[src/rtl/bus_line_arbiter.sv]
// Two-master cache-line bus arbiter: I-side (F) and D-side (M) compete for
// burst ownership of a single bus, with D-side priority bounded by a starvation counter.
module bus_line_arbiter #(
    parameter int unsigned BLOCKSIZE    = 4,
    parameter int unsigned STARVE_LIMIT = 8
) (
    input  logic                         clk,
    input  logic                         reset,
    input  logic                         HRequestF,
    input  logic [31:0]                  HAddrF,
    input  logic                         HRequestM,
    input  logic                         HWriteM,
    input  logic [31:0]                  HAddrM,
    input  logic                         HReady,
    output logic [31:0]                  HAddr,
    output logic                         HWrite,
    output logic                         HRequest,
    output logic                         HReadyF,
    output logic                         HReadyM,
    output logic                         GrantF,
    output logic                         GrantM,
    output logic [$clog2(BLOCKSIZE)-1:0] Beat
);

    localparam int unsigned BW = $clog2(BLOCKSIZE);
    localparam int unsigned SW = $clog2(STARVE_LIMIT) + 1;

    localparam logic [BW-1:0] BEAT_ONE  = BW'(1);
    localparam logic [BW-1:0] BEAT_LAST = BW'(BLOCKSIZE - 1);
    localparam logic [SW-1:0] STV_ONE   = SW'(1);
    localparam logic [SW-1:0] STV_LIMIT = SW'(STARVE_LIMIT);

    typedef enum logic [1:0] {
        IDLE    = 2'd0,
        BURST_F = 2'd1,
        BURST_M = 2'd2
    } state_t;

    state_t          state_q, state_d;
    logic [BW-1:0]   beat_q, beat_d;
    logic [SW-1:0]   starve_q, starve_d;
    logic            grant_f_q, grant_m_q;

    logic            owner_req;
    logic            handshake;
    logic            m_wins;
    logic [31:0]     sel_addr;
    logic            unused_addr_bits;

    // Low address bits are replaced by the beat index and the word offset.
    assign unused_addr_bits = ^{HAddrF[BW+1:0], HAddrM[BW+1:0]};

    assign m_wins = HRequestM && (!HRequestF || (starve_q < STV_LIMIT));

    always_comb begin
        state_d  = state_q;
        beat_d   = beat_q;
        starve_d = starve_q;
        case (state_q)
            IDLE: begin
                beat_d = '0;
                if (m_wins) begin
                    state_d = BURST_M;
                    if (HRequestF && (starve_q < STV_LIMIT)) begin
                        starve_d = starve_q + STV_ONE;
                    end
                end else if (HRequestF) begin
                    state_d  = BURST_F;
                    starve_d = '0;
                end
            end
            BURST_F, BURST_M: begin
                if (!owner_req) begin
                    // Owner withdrew mid-burst: abandon the line without counting a beat.
                    state_d = IDLE;
                    beat_d  = '0;
                end else if (HReady) begin
                    if (beat_q == BEAT_LAST) begin
                        state_d = IDLE;
                        beat_d  = '0;
                    end else begin
                        beat_d = beat_q + BEAT_ONE;
                    end
                end
            end
            default: begin
                state_d = IDLE;
                beat_d  = '0;
            end
        endcase
    end

    always_ff @(posedge clk or posedge reset) begin
        if (reset) begin
            state_q   <= IDLE;
            beat_q    <= '0;
            starve_q  <= '0;
            grant_f_q <= 1'b0;
            grant_m_q <= 1'b0;
        end else begin
            state_q   <= state_d;
            beat_q    <= beat_d;
            starve_q  <= starve_d;
            grant_f_q <= (state_d == BURST_F);
            grant_m_q <= (state_d == BURST_M);
        end
    end

    always_comb begin
        owner_req = 1'b0;
        sel_addr  = '0;
        if (grant_f_q) begin
            owner_req = HRequestF;
            sel_addr  = HAddrF;
        end else if (grant_m_q) begin
            owner_req = HRequestM;
            sel_addr  = HAddrM;
        end
    end

    assign handshake = owner_req & HReady;

    assign HRequest = owner_req;
    assign HWrite   = grant_m_q & HWriteM;
    assign HReadyF  = grant_f_q & handshake;
    assign HReadyM  = grant_m_q & handshake;
    assign GrantF   = grant_f_q;
    assign GrantM   = grant_m_q;
    assign Beat     = beat_q;
    assign HAddr    = (grant_f_q || grant_m_q) ? {sel_addr[31:BW+2], beat_q, 2'b00} : '0;

endmodule

[config.mk]
export PLATFORM = sky130hd
export DESIGN_NAME = bus_line_arbiter
export DESIGN_NICKNAME = d
export VERILOG_FILES = /design/src/rtl/bus_line_arbiter.sv
export SDC_FILE = /design/constraint.sdc
export NUM_CORES = 1
export LEC_CHECK = 0
export CORE_ASPECT_RATIO = 1.4
export CORE_MARGIN = 5
export CORE_UTILIZATION = 28
export CTS_CLUSTER_DIAMETER = 60
export CTS_CLUSTER_SIZE = 10
export DETAILED_ROUTE_END_ITERATION = 10
export PLACE_DENSITY = 0.94
export SYNTH_ARGS = -nofsm -noshare
export SYNTH_HDL_FRONTEND = slang
export SYNTH_SLANG_ARGS = --single-unit
[constraint.sdc]
create_clock -name clk -period 4.1 [get_ports clk]
set_input_delay 0.41 -clock clk [delete_from_list [all_inputs] [get_ports clk]]
set_output_delay 0.41 -clock clk [all_outputs]
set_load 0.03 [all_outputs]
# ---- Word-level counts from Yosys, hierarchy flattened
# Index checks and enable logic that the tools add are counted.
dict set report totals {
  inputBits 70
  register_bits 10
  word_cells 46
  out_inout_bits 40
}
dict set report classes {
  n_reduce_logical 9
  n_mux 18
  n_eq_ne 7
  n_lt_le_gt_ge 1
  n_bitwise 4
  addsub 2
}
# operator n
set op_table {}
lappend op_table {{$mux W32} 3}
lappend op_table {{$mux W2} 9}
lappend op_table {{$mux W4} 3}
lappend op_table {{$eq A2 B2 Y1 const B} 3}
lappend op_table {{$add A4 B1 Y4 const B} 1}
lappend op_table {{$and A1 B1 Y1} 4}
lappend op_table {{$eq A2 B1 Y1 const B} 2}
lappend op_table {{$lt A4 B4 Y1 const B} 1}
lappend op_table {{$pmux W2 S2} 1}
lappend op_table {{$ne A3 B3 Y1 const B} 1}
lappend op_table {{$reduce_and A3 Y1} 1}
lappend op_table {{$add A2 B1 Y2 const B} 1}
lappend op_table {{$logic_and A1 B1 Y1} 2}
lappend op_table {{$logic_not A2 Y1} 1}
lappend op_table {{$logic_or A1 B1 Y1} 2}
lappend op_table {{$mux W1} 2}
lappend op_table {{$ne A2 B1 Y1 const B} 1}
lappend op_table {{$reduce_bool A2 Y1} 1}
lappend op_table {{$reduce_or A2 Y1} 1}
lappend op_table {{$logic_not A1 Y1} 1}

# ---- Logic depth before layout (Yosys ltp)
# Gate-level depths: netlist of the first run.
dict set report logic_depth {
  word_depth 6
  mapped_depth 6
  depth_no_buf 6
}

# ---- Worst setup path before layout of the first run
# Ideal clock, no wire load.
dict set report synth_path {
  path_kind {register to output}
  start {register grant_m_q, in the netlist GrantM}
  end {output HAddr[11]}
  path_stages_with_launch 5
  setup_slack_ps 2248
  t_arrival_ps 1442
  path_cell_list {dfrtp_1 > nor2b_1 > buf_2 > buf_2 > a22o_1}
}
dict set report synth_between {
  elab_chain_cells 3
}
# item line_no
set synth_lines {}
lappend synth_lines {{start, declared} 42} ;# logic grant_f_q, grant_m_q;
lappend synth_lines {{start signal, assigned} 105} ;# grant_m_q <= (state_d == BURST_M);
lappend synth_lines {{$mux W32} 115} ;# end else if (grant_m_q) begin
lappend synth_lines {{$mux W32} 112} ;# if (grant_f_q) begin
lappend synth_lines {{$mux W32 *} 130} ;# assign HAddr = (grant_f_q || grant_m_q) ? {sel_addr[31:BW+2], beat_q, 2'b00} : '0;
lappend synth_lines {{end, declared} 15} ;# output logic [31:0] HAddr,
# Every way passes the cells marked *; elsewhere a longest branch is shown, timed or not.

# ---- Worst setup path in the final report of the first run
dict set report layout_path {
  start {register grant_f_q, in the netlist GrantF}
  end {output HAddr[16]}
}
dict set report layout_between {
  elab_chain_cells 2
}
# item line_no
set layout_lines {}
lappend layout_lines {{start, declared} 42}
lappend layout_lines {{start signal, assigned} 104} ;# grant_f_q <= (state_d == BURST_F);
lappend layout_lines {{$mux W32 or $logic_or A1 B1 Y1 (tied branches)} {112, 130}}
lappend layout_lines {{$mux W32 *} 130}
# Marks and branches as above.

==> results of run 1 <==
-- area by class of cell --
class / instances / area share [%]
Clock buffer: 3 / 2.11
Inverter: 7 / 1.35
Multi-Input combinational cell: 77 / 29.7
Sequential cell: 10 / 12.8
Tap cell: 39 / 2.50
Timing Repair Buffer: 101 / 51.5
-- worst max-delay path: stages (launching register included) --
cell and delay [ns]:
dfrtp_1 0.57, nor2b_2 0.18, buf_4 0.29, a22o_1 0.22, clkdlybuf4s50_1 0.68
-- metal layers --
layer / GRT usage (%) / part of all wire (%)
met1: 20.7 / 39
met2: 31.8 / 45
met3: 8.57 / 14
met4: 4.87 / 1.3
met5: 0 / 0
-- flip-flops by register name (all words and copies together), names as in the netlist --
name      count
starve_q      4
GrantM        1
state_q       2
Beat          2
GrantF        1
-- kinds of logic after synthesis --
logic type | after synthesis | synth area share (%)
AO/OA/AOI/OAI | 43 | 41.2
adder cells (fa/ha/maj) | 4 | 5.61
buffers and inverters | 15 | 7.57
flip-flops | 10 | 28.1
multiplexers | 1 | 1.12
other | 1 | 0.420
AND/OR/NAND/NOR | 27 | 16.0
-- stage by stage --
stage	power, W	instances	hold slack, ns	cell area, sq um	setup slack (ns)
after floorplan	0.000675	102	0.250	896	2.25
after global placement	0.00102	234	0.485	1910	1.61
after detailed placement	0.00103	234	0.491	1910	1.59
after CTS	0.00114	237	0.457	1950	1.52
after global routing	0.00120	237	0.497	1950	1.40
final	0.00113	237	0.448	1950	1.50
-- power by group --
group          switching, W  total (W)  internal (W)
sequential        0.0000472   0.000175      0.000127
clock             0.0000352  0.0000992     0.0000640
combinational      0.000473   0.000857      0.000385
total              0.000555    0.00113      0.000576
-- placed cells by master, fill, tap and decap left out, drive strengths merged --
cell / n
a22o: 29
or2: 1
nor2b: 1
nand2: 9
conb: 2
ha: 4
nor2: 5
nand2b: 2
o21ai: 5
and3: 2
nand3: 2
dfrtp: 10
clkdlybuf4s50: 99
buf: 2
inv: 7
mux2i: 1
o2bb2ai: 1
nand3b: 1
a221oi: 1
nand4: 1
o21a: 2
nor3: 2
and2: 1
a21oi: 3
a21o: 2
clkbuf: 3
-- worst max-delay path by stage --
stage | slack (ns) | depth (start not counted) | startpoint | endpoint
floorplan | 2.25 | 4 | GrantM$_DFF_PP0_ | HAddr[11]
global placement | 1.61 | 5 | HRequestM | HReadyM
detailed placement | 1.59 | 5 | HRequestM | HReadyM
CTS | 1.52 | 4 | GrantF$_DFF_PP0_ | HAddr[16]
global route | 1.40 | 4 | GrantF$_DFF_PP0_ | HAddr[21]
finish | 1.50 | 4 | GrantF$_DFF_PP0_ | HAddr[16]
==> results.yml, run 1 <==
clock_network:
  cts_tree: "built"
  path_clk_slew_ns: 0.04
  cts_max_level: 1
  clock_path_buffers: 2
  clk-insertion-delay-late_ns: 0.23
  cts_setup_buffers: 0
  cts_hold_buffers: 0
  cts_buffers: 3
  cts_resized: 0
  cts-root-buf: "clkbuf_8"
  clock_sinks: 10
logic_synthesis:
  synthFlopType: "dfrtp_1"
  ys_async_sr_fraction_pct: 100
  ys_ff_latch: 10
  syn_area_sq_um: 892
  yosysMostFrequentCell: "a22o_1"
  synth_edf_count: 0
  yosys-top-cells-area: "dfrtp_1 (28%), a22o_1 (27%), ha_1 (5.6%)"
  synth_top_cell_by_area: "dfrtp_1"
  yosysSeqAreaShare_pct: 28.1
  ys_warn_count: 0
  synth_cell_type_count: 28
  synth_commonest_cells: "a22o_1 (28), dfrtp_1 (10), nand2_1 (9)"
  synthCells: 101
  synth_top_area_share_pct: 28.1
  syn_area_per_cell_sq_um: 8.83
worst_setup_path:
  crit_fanout: 28
  cp.required_ns: 3.69
  worst_r2r_path_depth: 4
  r2r_slack_ns: 2.44
  r2r_end: "GrantM$_DFF_PP0_"
  start_kind: "flop"
  r2r_start: "GrantF$_DFF_PP0_"
  end_kind: "output pin"
  critPathArrivalTime_ns: 2.19
  crit_type: "reg2out"
min_path:
  hold_path.class: "in2async"
cells_and_area:
  nets: 274
  syn2layout_area_growth_pct: 119
  regArea_sq_um: 250
  fill_cells: 259
  multi_input_area_sq_um: 581
  fin_util_pct: 63.1
  antenna_cells: 0
  drive_gt1_share_pct: 4.55
timing:
  fin_skew_ns: 0.00271
  finalSetupTns_ns: 0
  fmax_mhz: 385
  setup_viol: 0
  rsz0062_at_grt: "false"
  period_minus_slack_ns: 2.60
  slew_headroom_pct: 63.5
  period_share_pct: 63.4
  slew_viol_final: 0
  tightest_slew_ns: 0.547
  hold_viol: 0
place:
  dp.final_hpwl_mm: 3.47
  routabilityCongestion: 0.924
  portBuffers: 99
detailed_routing:
  first_pass_iters: 4
  via_count: 1180
  vias_per_cell: 4.98
  drcViolationCount: 0
  routedWlPerCell_um: 17.7
  wl_mm: 4.20
  postRouteAntennaNets: 0
  drt_iter0_markers: 35
die:
  dieWidth_um: 57.7
  core_region_area_sq_um: 3090
  die_h_um: 76.8
  ioPinCount: 110
  initial_utilization_pct: 28.8
  dieArea_sq_um: 4430
  row_count: 24
global_route:
  overflow: 0
  grtUsageTotal_pct: 18.7
  grt_pass1_vias: 1235
  antenna_found_initial: 0
  grt_max_degree: 29
  grt_pass1_wl_mm: 6.44
job:
  drv_cap: 0
power:
  irDropWorstVdd_uv: 317
  leakage_nw: 0.841
  power_density_nw_per_um2: 579
outcome:
  status: "finished, final reports clean"
Power figures use the tool's default switching activity.
==> run 2, diff against run 1 <==
Settings changed: CORE_UTILIZATION 28 to 26, PLACE_DENSITY 0.94 to 0.88.
Clock period 4.1 ns to 2.4 ns, I/O delays scaled along.
==> results.yml, run 2 (synthesis gave the netlist of run 1 again) <==
outcome:
  status: "finished, final reports clean"
cells_and_area:
  nets: 274
  drive_gt1_share_pct: 19.6
  largest_reg_flops: 4
  fill_cells: 300
  layout_commonest_cell: "clkdlybuf4s50_1"
  antenna_cells: 0
  final_cell_mix: "clkdlybuf4s50_1 (70), buf_4 (31), a22o_1 (28)"
  fin_util_pct: 56.6
  fin_area_sq_um: 1900
  regMostFlops: "starve_q"
  syn2layout_area_growth_pct: 112
place:
  placedInstanceArea_sq_um: 1840
  portBuffers: 99
  preCtsSetupSlack_ns: 0.392
  routabilityCongestion: 0.884
  dp.final_hpwl_mm: 3.00
worst_setup_path:
  end_kind: "output pin"
  critPathArrivalTime_ns: 1.88
  cp.required_ns: 2.16
  crit_fanout: 13
  r2r_slack_ns: 0.86
  r2r_end: "GrantM$_DFF_PP0_"
  r2r_start: "state_q[0]$_DFF_PP0_"
  worst_r2r_path_depth: 6
  start_kind: "flop"
  crit_type: "reg2out"
die:
  ioPinCount: 110
  dieArea_sq_um: 4720
  dieWidth_um: 59.5
  core_region_area_sq_um: 3350
  die_h_um: 79.3
  row_count: 25
  initial_utilization_pct: 26.7
global_route:
  grt_max_degree: 29
  grtUsageTotal_pct: 14.8
  grt_pass1_wl_mm: 5.54
  antenna_found_initial: 0
  grt_pass1_vias: 1097
  overflow: 0
detailed_routing:
  routedWlPerCell_um: 15.5
  vias_per_cell: 4.88
  via_count: 1166
  wl_mm: 3.70
  drt_iter0_markers: 72
  postRouteAntennaNets: 0
  drcViolationCount: 0
  first_pass_iters: 4
timing:
  hold_viol: 0
  period_share_pct: 88.2
  setup_viol: 0
  period_minus_slack_ns: 2.12
  slew_viol_final: 0
  fmax_mhz: 472
  fin_skew_ns: 0.00177
  finalSetupTns_ns: 0
  setup_slack_ns: 0.283
  worst_hold_slack_ns: 0.294
  rsz0062_at_grt: "false"
job:
  drv_cap: 0
power:
  power_density_nw_per_um2: 995
  irDropWorstVdd_uv: 681
  leakage_nw: 0.898
clock_network:
  cts_resized: 0
  cts-root-buf: "clkbuf_8"
  cts_buffers: 3
  cts_max_level: 1
  cts_setup_buffers: 0
  clock_sinks: 10
  path_clk_slew_ns: 0.05
  clk-insertion-delay-late_ns: 0.24
  clock_path_buffers: 2
  cts_tree: "built"
  cts_hold_buffers: 0
min_path:
  hold_path.class: "in2async"
-- run 2: power breakdown --
part           switching (W)  total (W)  internal, W
Combinational       0.000797    0.00138     0.000587
Sequential         0.0000756   0.000293     0.000217
Clock              0.0000658   0.000210     0.000144
Total               0.000938    0.00189     0.000949
-- run 2: layer usage --
metal | GRT usage [%] | share of wire, % | vias up
li1 | - | - | 572
met1 | 17.1 | 35 | 521
met2 | 26.9 | 49 | 70
met3 | 3.74 | 15 | 3
met4 | 2.66 | 0.62 | 0
met5 | 0 | 0 | -
-- run 2: how the worst max path moves through the flow --
stage / startpoint / cells after the start / slack [ns] / end
2_1_floorplan: GrantM$_DFF_PP0_ / 4 / 0.72 / HAddr[11]
3_3_place_gp: HRequestM / 4 / 0.40 / HRequest
3_5_place_dp: HRequestM / 4 / 0.39 / HRequest
4_1_cts: GrantF$_DFF_PP0_ / 3 / 0.26 / HReadyF
5_1_grt: GrantF$_DFF_PP0_ / 3 / 0.11 / HReadyF
6_report: GrantF$_DFF_PP0_ / 3 / 0.28 / HReadyF
-- run 2: worst max-delay path: stages (launching register included) --
cell and delay (ns):
dfrtp_1 0.60, nand2_1 0.20, nor2_1 0.15, clkdlybuf4s50_1 0.69
-- run 2: layout make-up --
cell class | instances | area (sq um) | share of cell area, %
multi-input cells | 77 | 581 | 30.6
inverters | 7 | 26.3 | 1.39
clock buffers | 4 | 55.1 | 2.90
well taps | 40 | 50.0 | 2.64
flip-flops and latches | 10 | 250 | 13.2
repair buffers | 101 | 933 | 49.2
-- run 2: metrics by stage --
step	instances	power, W
6_report	239	0.00189
5_1_grt	239	0.00200
4_1_cts	239	0.00190
3_5_place_dp	235	0.00168
3_3_place_gp	235	0.00167
2_1_floorplan	102	0.00115
